$ cat src/rtl/sdram_pkg.sv
// Shared encodings and default widths for the SDRAM arbiter.
// The INIT_* states exist only when SDRAM_ARB_INIT_EN is defined.
package sdram_pkg;

  localparam int unsigned DEF_N_REQ  = 3;
  localparam int unsigned DEF_PADD_W = 23;
  localparam int unsigned DEF_DATA_W = 32;
  localparam int unsigned DEF_DQM_W  = 4;
  localparam int unsigned DEF_CMD_W  = 3;

  typedef enum logic [2:0] {
    CMD_NOP       = 3'd0,
    CMD_READA     = 3'd1,
    CMD_WRITEA    = 3'd2,
    CMD_REFRESH   = 3'd3,
    CMD_PRECHARGE = 3'd4,
    CMD_LOAD_MODE = 3'd5
  } sdram_cmd_e;

`ifdef SDRAM_ARB_INIT_EN
  typedef enum logic [3:0] {
    IDLE, CMD, LAT, DATA,
    INIT_WAIT, INIT_PRE, INIT_REF1, INIT_REF2, INIT_LMR
  } arb_state_e;
`else
  typedef enum logic [1:0] {
    IDLE, CMD, LAT, DATA
  } arb_state_e;
`endif

endpackage

$ cat src/rtl/sdram_arbiter_if.sv
// Requester-side and controller-side signals of the SDRAM arbiter.
// master = requesters plus controller model, slave = the arbiter.
interface sdram_arbiter_if #(
  parameter int unsigned N_REQ  = sdram_pkg::DEF_N_REQ,
  parameter int unsigned PADD_W = sdram_pkg::DEF_PADD_W,
  parameter int unsigned DATA_W = sdram_pkg::DEF_DATA_W,
  parameter int unsigned DQM_W  = sdram_pkg::DEF_DQM_W,
  parameter int unsigned CMD_W  = sdram_pkg::DEF_CMD_W
) ();

  logic [N_REQ-1:0]        req;
  logic [N_REQ-1:0]        wr;
  logic [N_REQ*PADD_W-1:0] addr;
  logic [N_REQ*DATA_W-1:0] wdata;
  logic [N_REQ*DQM_W-1:0]  wdm;
  logic [N_REQ-1:0]        gnt;
  logic [N_REQ-1:0]        wready;
  logic [N_REQ-1:0]        rvalid;
  logic [DATA_W-1:0]       rdata;
  logic [N_REQ-1:0]        done;
  logic                    init_done;
  logic [PADD_W-1:0]       paddr;
  logic [CMD_W-1:0]        cmd;
  logic [DQM_W-1:0]        dm;
  logic [DATA_W-1:0]       datain;
  logic                    cmdack;
  logic [DATA_W-1:0]       dataout;

  modport master (
    output req, wr, addr, wdata, wdm, cmdack, dataout,
    input  gnt, wready, rvalid, rdata, done, init_done, paddr, cmd, dm, datain
  );

  modport slave (
    input  req, wr, addr, wdata, wdm, cmdack, dataout,
    output gnt, wready, rvalid, rdata, done, init_done, paddr, cmd, dm, datain
  );

endinterface

$ cat src/rtl/sdram_arbiter_rr_pick.sv
// Combinational round-robin selector: first requester at or after ptr, wrapping.
module rr_pick #(
  parameter int unsigned N_REQ = 3,
  parameter int unsigned IDX_W = $clog2(N_REQ)
) (
  input  logic [N_REQ-1:0] req,
  input  logic [IDX_W-1:0] ptr,
  output logic [N_REQ-1:0] gnt,
  output logic [IDX_W-1:0] idx
);

  logic             found;
  logic [IDX_W:0]   sum;
  logic [IDX_W-1:0] cand;

  always_comb begin
    gnt   = '0;
    idx   = '0;
    found = 1'b0;
    sum   = '0;
    cand  = '0;
    for (int unsigned i = 0; i < N_REQ; i++) begin
      sum = {1'b0, ptr} + (IDX_W+1)'(i);
      if (sum >= (IDX_W+1)'(N_REQ)) sum = sum - (IDX_W+1)'(N_REQ);
      cand = sum[IDX_W-1:0];
      if (!found && req[cand]) begin
        found     = 1'b1;
        gnt[cand] = 1'b1;
        idx       = cand;
      end
    end
  end

endmodule

$ cat src/rtl/sdram_arbiter.sv
// Round-robin front end sharing one SDRAM controller command port among N_REQ masters.
// Define SDRAM_ARB_INIT_EN to run the power-up init sequence before the first grant.
module sdram_arbiter
  import sdram_pkg::*;
#(
  parameter int unsigned N_REQ  = DEF_N_REQ,
  parameter int unsigned PADD_W = DEF_PADD_W,
  parameter int unsigned DATA_W = DEF_DATA_W,
  parameter int unsigned DQM_W  = DEF_DQM_W,
  parameter int unsigned CMD_W  = DEF_CMD_W,
  parameter int unsigned BURST  = 4,
  parameter int unsigned RD_LAT = 3
`ifdef SDRAM_ARB_INIT_EN
  ,
  parameter int unsigned       INIT_CYC  = 100,
  parameter logic [PADD_W-1:0] MODE_WORD = PADD_W'(32'h0000_0032)
`endif
) (
  input  logic            clk0,
  input  logic            reset,
  sdram_arbiter_if.slave  bus
);

  localparam int unsigned IDX_W   = $clog2(N_REQ);
  localparam int unsigned CNT_MAX = (BURST > RD_LAT) ? BURST : RD_LAT;
  localparam int unsigned CNT_W   = $clog2(CNT_MAX + 1);

  arb_state_e        state_q, state_d;
  logic [CNT_W-1:0]  cnt_q, cnt_d;
  logic [N_REQ-1:0]  gnt_q, gnt_d;
  logic [IDX_W-1:0]  idx_q, idx_d;
  logic              wr_q, wr_d;
  logic [IDX_W-1:0]  ptr_q, ptr_d;
  logic [PADD_W-1:0] paddr_q, paddr_d;
  logic [CMD_W-1:0]  cmd_q, cmd_d;
  logic [N_REQ-1:0]  wready_q, wready_d;
  logic [N_REQ-1:0]  rvalid_q, rvalid_d;
  logic [N_REQ-1:0]  done_q, done_d;
  logic              enter_data;
  logic [N_REQ-1:0]  pick_gnt;
  logic [IDX_W-1:0]  pick_idx;

`ifdef SDRAM_ARB_INIT_EN
  localparam int unsigned INIT_W    = $clog2(INIT_CYC + 1);
  localparam arb_state_e  RST_STATE = INIT_WAIT;
  logic [INIT_W-1:0] init_cnt_q, init_cnt_d;
  logic              init_done_q, init_done_d;
`else
  localparam arb_state_e  RST_STATE = IDLE;
`endif

  rr_pick #(.N_REQ(N_REQ), .IDX_W(IDX_W)) u_pick (
    .req (bus.req),
    .ptr (ptr_q),
    .gnt (pick_gnt),
    .idx (pick_idx)
  );

  // Next-state and registered-output logic
  always_comb begin
    state_d    = state_q;
    cnt_d      = cnt_q;
    gnt_d      = gnt_q;
    idx_d      = idx_q;
    wr_d       = wr_q;
    ptr_d      = ptr_q;
    paddr_d    = paddr_q;
    cmd_d      = cmd_q;
    wready_d   = wready_q;
    rvalid_d   = rvalid_q;
    done_d     = done_q;
    enter_data = 1'b0;
`ifdef SDRAM_ARB_INIT_EN
    init_cnt_d  = init_cnt_q;
    init_done_d = init_done_q;
`endif
    case (state_q)
      IDLE: begin
        if (|bus.req) begin
          gnt_d   = pick_gnt;
          idx_d   = pick_idx;
          wr_d    = bus.wr[pick_idx];
          paddr_d = bus.addr[pick_idx*PADD_W +: PADD_W];
          cmd_d   = bus.wr[pick_idx] ? CMD_W'(CMD_WRITEA) : CMD_W'(CMD_READA);
          state_d = CMD;
        end
      end
      CMD: begin
        if (bus.cmdack) begin
          cmd_d = CMD_W'(CMD_NOP);
          if (wr_q || RD_LAT <= 1) begin
            enter_data = 1'b1;
          end else begin
            state_d = LAT;
            cnt_d   = CNT_W'(RD_LAT - 1);
          end
        end
      end
      LAT: begin
        if (cnt_q <= CNT_W'(1)) enter_data = 1'b1;
        else                    cnt_d = cnt_q - CNT_W'(1);
      end
      DATA: begin
        if (cnt_q == '0) begin
          state_d  = IDLE;
          gnt_d    = '0;
          wready_d = '0;
          rvalid_d = '0;
          done_d   = '0;
          ptr_d    = (idx_q == IDX_W'(N_REQ - 1)) ? '0 : idx_q + IDX_W'(1);
        end else begin
          cnt_d  = cnt_q - CNT_W'(1);
          done_d = (cnt_q == CNT_W'(1)) ? gnt_q : '0;
        end
      end
`ifdef SDRAM_ARB_INIT_EN
      INIT_WAIT: begin
        if (init_cnt_q == INIT_W'(INIT_CYC - 1)) begin
          state_d = INIT_PRE;
          cmd_d   = CMD_W'(CMD_PRECHARGE);
        end else begin
          init_cnt_d = init_cnt_q + INIT_W'(1);
        end
      end
      INIT_PRE: begin
        if (bus.cmdack) begin
          state_d = INIT_REF1;
          cmd_d   = CMD_W'(CMD_REFRESH);
        end
      end
      INIT_REF1: begin
        if (bus.cmdack) state_d = INIT_REF2;
      end
      INIT_REF2: begin
        if (bus.cmdack) begin
          state_d = INIT_LMR;
          cmd_d   = CMD_W'(CMD_LOAD_MODE);
          paddr_d = MODE_WORD;
        end
      end
      INIT_LMR: begin
        if (bus.cmdack) begin
          state_d     = IDLE;
          cmd_d       = CMD_W'(CMD_NOP);
          paddr_d     = '0;
          init_done_d = 1'b1;
        end
      end
`endif
      default: state_d = IDLE;
    endcase
    // First data beat: burst counter loaded, per-requester strobes raised
    if (enter_data) begin
      state_d  = DATA;
      cnt_d    = CNT_W'(BURST - 1);
      wready_d = wr_q ? gnt_q : '0;
      rvalid_d = wr_q ? '0 : gnt_q;
      done_d   = (BURST == 1) ? gnt_q : '0;
    end
  end

  always_ff @(posedge clk0) begin
    if (reset) begin
      state_q  <= RST_STATE;
      cnt_q    <= '0;
      gnt_q    <= '0;
      idx_q    <= '0;
      wr_q     <= 1'b0;
      ptr_q    <= '0;
      paddr_q  <= '0;
      cmd_q    <= CMD_W'(CMD_NOP);
      wready_q <= '0;
      rvalid_q <= '0;
      done_q   <= '0;
`ifdef SDRAM_ARB_INIT_EN
      init_cnt_q  <= '0;
      init_done_q <= 1'b0;
`endif
    end else begin
      state_q  <= state_d;
      cnt_q    <= cnt_d;
      gnt_q    <= gnt_d;
      idx_q    <= idx_d;
      wr_q     <= wr_d;
      ptr_q    <= ptr_d;
      paddr_q  <= paddr_d;
      cmd_q    <= cmd_d;
      wready_q <= wready_d;
      rvalid_q <= rvalid_d;
      done_q   <= done_d;
`ifdef SDRAM_ARB_INIT_EN
      init_cnt_q  <= init_cnt_d;
      init_done_q <= init_done_d;
`endif
    end
  end

`ifdef SDRAM_ARB_INIT_EN
  assign bus.init_done = init_done_q;
`else
  assign bus.init_done = 1'b1;
`endif

  assign bus.gnt    = gnt_q;
  assign bus.wready = wready_q;
  assign bus.rvalid = rvalid_q;
  assign bus.done   = done_q;
  assign bus.paddr  = paddr_q;
  assign bus.cmd    = cmd_q;
  assign bus.rdata  = bus.dataout;
  // Write data and mask follow the granted requester without a register stage
  assign bus.datain = (|gnt_q) ? bus.wdata[idx_q*DATA_W +: DATA_W] : '0;
  assign bus.dm     = (|gnt_q) ? bus.wdm[idx_q*DQM_W +: DQM_W] : '0;

endmodule

$ cat src/flat_wrapper.sv
// flat-port wrapper written by rule: the top's interface ports become plain ports
module sdram_arbiter_flat import sdram_pkg::*;
#(
  parameter int unsigned N_REQ  = DEF_N_REQ,
  parameter int unsigned PADD_W = DEF_PADD_W,
  parameter int unsigned DATA_W = DEF_DATA_W,
  parameter int unsigned DQM_W  = DEF_DQM_W,
  parameter int unsigned CMD_W  = DEF_CMD_W,
  parameter int unsigned BURST  = 4,
  parameter int unsigned RD_LAT = 3

)
  (clk0, reset, bus_req, bus_wr, bus_addr, bus_wdata, bus_wdm, bus_cmdack, bus_dataout, bus_gnt, bus_wready, bus_rvalid, bus_rdata, bus_done, bus_init_done, bus_paddr, bus_cmd, bus_dm, bus_datain);
  sdram_arbiter_if #(.N_REQ(N_REQ), .PADD_W(PADD_W), .DATA_W(DATA_W), .DQM_W(DQM_W), .CMD_W(CMD_W)) bus_i ();
  input  logic clk0;
  input  logic reset;
  input wire logic [$bits(bus_i.req)-1:0] bus_req;
  input wire logic [$bits(bus_i.wr)-1:0] bus_wr;
  input wire logic [$bits(bus_i.addr)-1:0] bus_addr;
  input wire logic [$bits(bus_i.wdata)-1:0] bus_wdata;
  input wire logic [$bits(bus_i.wdm)-1:0] bus_wdm;
  input wire logic [$bits(bus_i.cmdack)-1:0] bus_cmdack;
  input wire logic [$bits(bus_i.dataout)-1:0] bus_dataout;
  output wire logic [$bits(bus_i.gnt)-1:0] bus_gnt;
  output wire logic [$bits(bus_i.wready)-1:0] bus_wready;
  output wire logic [$bits(bus_i.rvalid)-1:0] bus_rvalid;
  output wire logic [$bits(bus_i.rdata)-1:0] bus_rdata;
  output wire logic [$bits(bus_i.done)-1:0] bus_done;
  output wire logic [$bits(bus_i.init_done)-1:0] bus_init_done;
  output wire logic [$bits(bus_i.paddr)-1:0] bus_paddr;
  output wire logic [$bits(bus_i.cmd)-1:0] bus_cmd;
  output wire logic [$bits(bus_i.dm)-1:0] bus_dm;
  output wire logic [$bits(bus_i.datain)-1:0] bus_datain;
  assign bus_i.req = bus_req;
  assign bus_i.wr = bus_wr;
  assign bus_i.addr = bus_addr;
  assign bus_i.wdata = bus_wdata;
  assign bus_i.wdm = bus_wdm;
  assign bus_i.cmdack = bus_cmdack;
  assign bus_i.dataout = bus_dataout;
  assign bus_gnt = bus_i.gnt;
  assign bus_wready = bus_i.wready;
  assign bus_rvalid = bus_i.rvalid;
  assign bus_rdata = bus_i.rdata;
  assign bus_done = bus_i.done;
  assign bus_init_done = bus_i.init_done;
  assign bus_paddr = bus_i.paddr;
  assign bus_cmd = bus_i.cmd;
  assign bus_dm = bus_i.dm;
  assign bus_datain = bus_i.datain;
  sdram_arbiter #(.N_REQ(N_REQ), .PADD_W(PADD_W), .DATA_W(DATA_W), .DQM_W(DQM_W), .CMD_W(CMD_W), .BURST(BURST), .RD_LAT(RD_LAT)) u_core (.clk0(clk0), .reset(reset), .bus(bus_i));
endmodule
$ cat config.mk
export PLATFORM = sky130hd
export DESIGN_NAME = sdram_arbiter_flat
export DESIGN_NICKNAME = d
export VERILOG_FILES = /design/src/rtl/sdram_pkg.sv /design/src/rtl/sdram_arbiter_if.sv /design/src/rtl/sdram_arbiter_rr_pick.sv /design/src/rtl/sdram_arbiter.sv /design/src/flat_wrapper.sv
export SDC_FILE = /design/constraint.sdc
export NUM_CORES = 1
export LEC_CHECK = 0
export CAP_MARGIN = 20
export CORE_AREA = 5 5 123 125
export DETAILED_ROUTE_END_ITERATION = 8
export DIE_AREA = 0 0 128 130
export HOLD_SLACK_MARGIN = 0.06
export PLACE_DENSITY = 0.77
export SYNTH_ARGS = -nofsm -noshare
export SYNTH_HDL_FRONTEND = slang
export SYNTH_SLANG_ARGS = --single-unit
$ cat constraint.sdc
create_clock -name clk0 -period 2.3 [get_ports clk0]
set_input_delay 0.46 -clock clk0 [delete_from_list [all_inputs] [get_ports clk0]]
set_output_delay 0.46 -clock clk0 [all_outputs]
set_load 0.005 [all_outputs]
==> results.md, run 1 <==
* Initial antenna violation count at 0
* Setup crit start kind: register
* Placed cell area at 0.006661 sq mm
* Outcome: finished with violations
* Commonest non-fill, non-tap cell in the layout: clkdlybuf4s50_1
* Hpwl dp at 12560 um
* Top_reg_cell synth: dfxtp_1
* Worst Clk Skew at 6.765 ps
* Hold Vio Cnt, Final at 0
* RSZ-0062 raised after global routing: yes
* Synth Register Bits at 47
* # IOs at 325
* TritonCTS clock tree: yes
* Crit path max fanout at 9
* Largest net degree at the start of global routing at 45
* Final net count at ~980
* Worst setup margin at -1.442 ps
* Setup crit end kind: primary output
* Worst path required time at 1840 ps
* WL final at about 16000 um
* Cts hold-fix bufs at 0
* Synthesized instance count at around 520
* Initial DRC count at roughly 180
* Most frequent cells in the layout: 224 x clkdlybuf4s50_1, 97 x nor2_1, 50 x a21oi_1
* Worst R2R Start: u_core.ptr_q[0]
* Clock sink count at 47
* Vias in the first global route at ~4400
* Max-Cap Viols at 0
* Worst-skew pair later-pin latency at 280 ps
* Drt drc at 0
* Die Width at about 130 um
* Total power at 5.606 mW
* Grt ovf at 0
* Asr flop ratio synth at 0%
* Via count at 4674
* TritonRoute pass-1 iters at 4
* Design area at approximately 0.007 sq mm
* Die ar. at 0.01664 sq mm
* Final min period at between 2000 and 2500 ps
* Hold slack at 462.5 ps
* Synth area leaders: dfxtp_1 24%, mux2i_1 12%, nor2_1 9.2%, buf_4 7.0%, a21oi_1 6.9%
* LEAKAGE at 3.138 nW
* Crit path from: u_core.idx_q[0]
* Area growth syn-to-layout at 78.54%
* Synth top area share at 23.66%
* IO buf count at 258
* Post-synth EDFFs at 0
* Core Area at approximately 0.014 sq mm
* Setup TNS at -1.442 ps
* H-tree depth at 2
* WL/cell at roughly 17 um
* Synth area leader: dfxtp_1
* Maximum clock rate at 434.5 MHz
* Critical path arrival at 1840 ps
* Post-synthesis sequential area ratio at between 20% and 30%
* Setup Crit Path Kind: register to primary output
* Post-Syn Nets at 752
* Final-report setup violation count at 1
* Mapped Area at 0.003976 sq mm
* Multi-input gate area at 0.002542 sq mm
* Die height at approximately 130 um
* Post-DRT Antenna Nets at 0
* Fillers at 1297
* Yosys warns at 0
* Total GRT Usage at about 17%
* Mapped Avg Cell Area at 7.603 sq um
* Clock root buffer: clkbuf_16
* First-pass GRT wire length at about 23000 um
* HP Start: u_core.bus.cmd[1]
* Failing checks: setup timing
* Worst hold path class: register to register
* Clock Pin Slew Worst Setup and Hold Paths at 70 ps
* Max Root-Sink Buffers at 2
* Reg area at about 940 sq um
* VDD IR max at 0.0004466 V
* Pwr dens at 789.7 mW/mm^2
* Row cnt at 43
* Initial core utilization at 28.87%
* Share of layout cells above drive strength 1 at 10.88%
* Final Cycle Share at 100.1%
* Avg Vias per Cell at 4.994
* Gpl congestion at 0.8249
* Fin. max-slew vios at 0
* Number of CTS-inserted buffers at 5
* DP Worst Slack at -44.15 ps
* Yosys cell types at 59
[cells by family after synthesis]
group | Yosys count | synth area share [%]
compound gates | 141 | 24.35
fa+ha+maj | 11 | 3.461
buf+inv | 93 | 13.56
flops | 47 | 23.66
mux | 49 | 12.46
other cells | 2 | 0.1889
simple gates | 180 | 22.31
[sequential cells by signal, indices dropped and copies added (netlist names)]
signal / count
u_core.bus.gnt: 3
u_core.state_q: 2
u_core.bus.cmd: 2
u_core.bus.paddr: 23
u_core.idx_q: 2
u_core.bus.done: 3
u_core.cnt_q: 3
u_core.wr_q: 1
u_core.bus.wready: 3
u_core.bus.rvalid: 3
u_core.ptr_q: 2
[final cells by class]
type                    count  area share (%)
inverters                  12          0.6345
well taps                 180           3.172
repair buffers            304           44.34
flip-flops and latches     47           13.31
diodes                      2         0.07050
multi-input cells         383           35.81
clock buffers               6           1.815
clock inverters             2          0.8460
[cell usage after synthesis (7+ instances only)]
cell / count
nor2_1: 97
a21oi_1: 55
mux2i_1: 48
dfxtp_1: 47
buf_4: 37
clkbuf_1: 23
buf_2: 17
a32oi_1: 13
nand3b_1: 13
and3_1: 12
nand2_1: 12
o22ai_1: 12
o31ai_1: 12
ha_1: 11
inv_1: 11
nor2b_1: 9
nand3_1: 8
a211oi_2: 7
[what timing repair did]
action | in CTS | in global routing
hold endpoints to repair | 0 | 0
setup endpoints to repair | 35 | 34
cloned | 0 | 1
gates resized for setup | 11 | 43
setup buffers | 3 | 7
[worst max-delay path, stage by stage (launching register included)]
cell and delay (ps):
dfxtp_4 460, buf_8 180, mux2i_1 210, nor2_1 90, a21oi_1 130, nor2_1 50
clkdlybuf4s50_1 440
[report_power, final]
part / total (mW) / switching [mW] / internal (mW)
Sequential: 1.20 / 0.162 / 1.04
Combinational: 3.47 / 1.60 / 1.87
Clock: 0.937 / 0.313 / 0.624
[layer usage]
metal	vias to the layer above	global-route usage [%]	share of wire, %
met5	-	0	0
met4	0	3.121	0.73
met2	214	30.01	50
met1	2148	19.64	40
met3	14	5.485	9.6
li1	2298	-	-
[stage by stage]
| step | util [%] | std cells |
|---|---|---|
| detailed placement | 48.36 | 915 |
| global route | 51.51 | 934 |
| finish | 51.54 | 936 |
| CTS | 50.03 | 926 |
| floorplan | - | 523 |
| global placement | 48.36 | 915 |
[path summary, 6_finish.rpt]
check	end	slack, ps	cells past startpoint
worst max-delay path	bus_datain[5]	-1	6
worst min-delay path	u_core.bus.cmd[1]	460	2
worst max register to register	u_core.bus.paddr[14]	170	9
worst min register to register	u_core.bus.cmd[1]	460	2
No activity file was read; power rests on OpenSTA's default activity.
==> inputs of run 2 (changes only) <==
Settings changed: ABC_CLOCK_PERIOD_IN_PS from default to 2300, SLEW_MARGIN from default to 15.
==> results of run 2 <==
No change in the layout: final DEF, timing and power equal those of run 1.
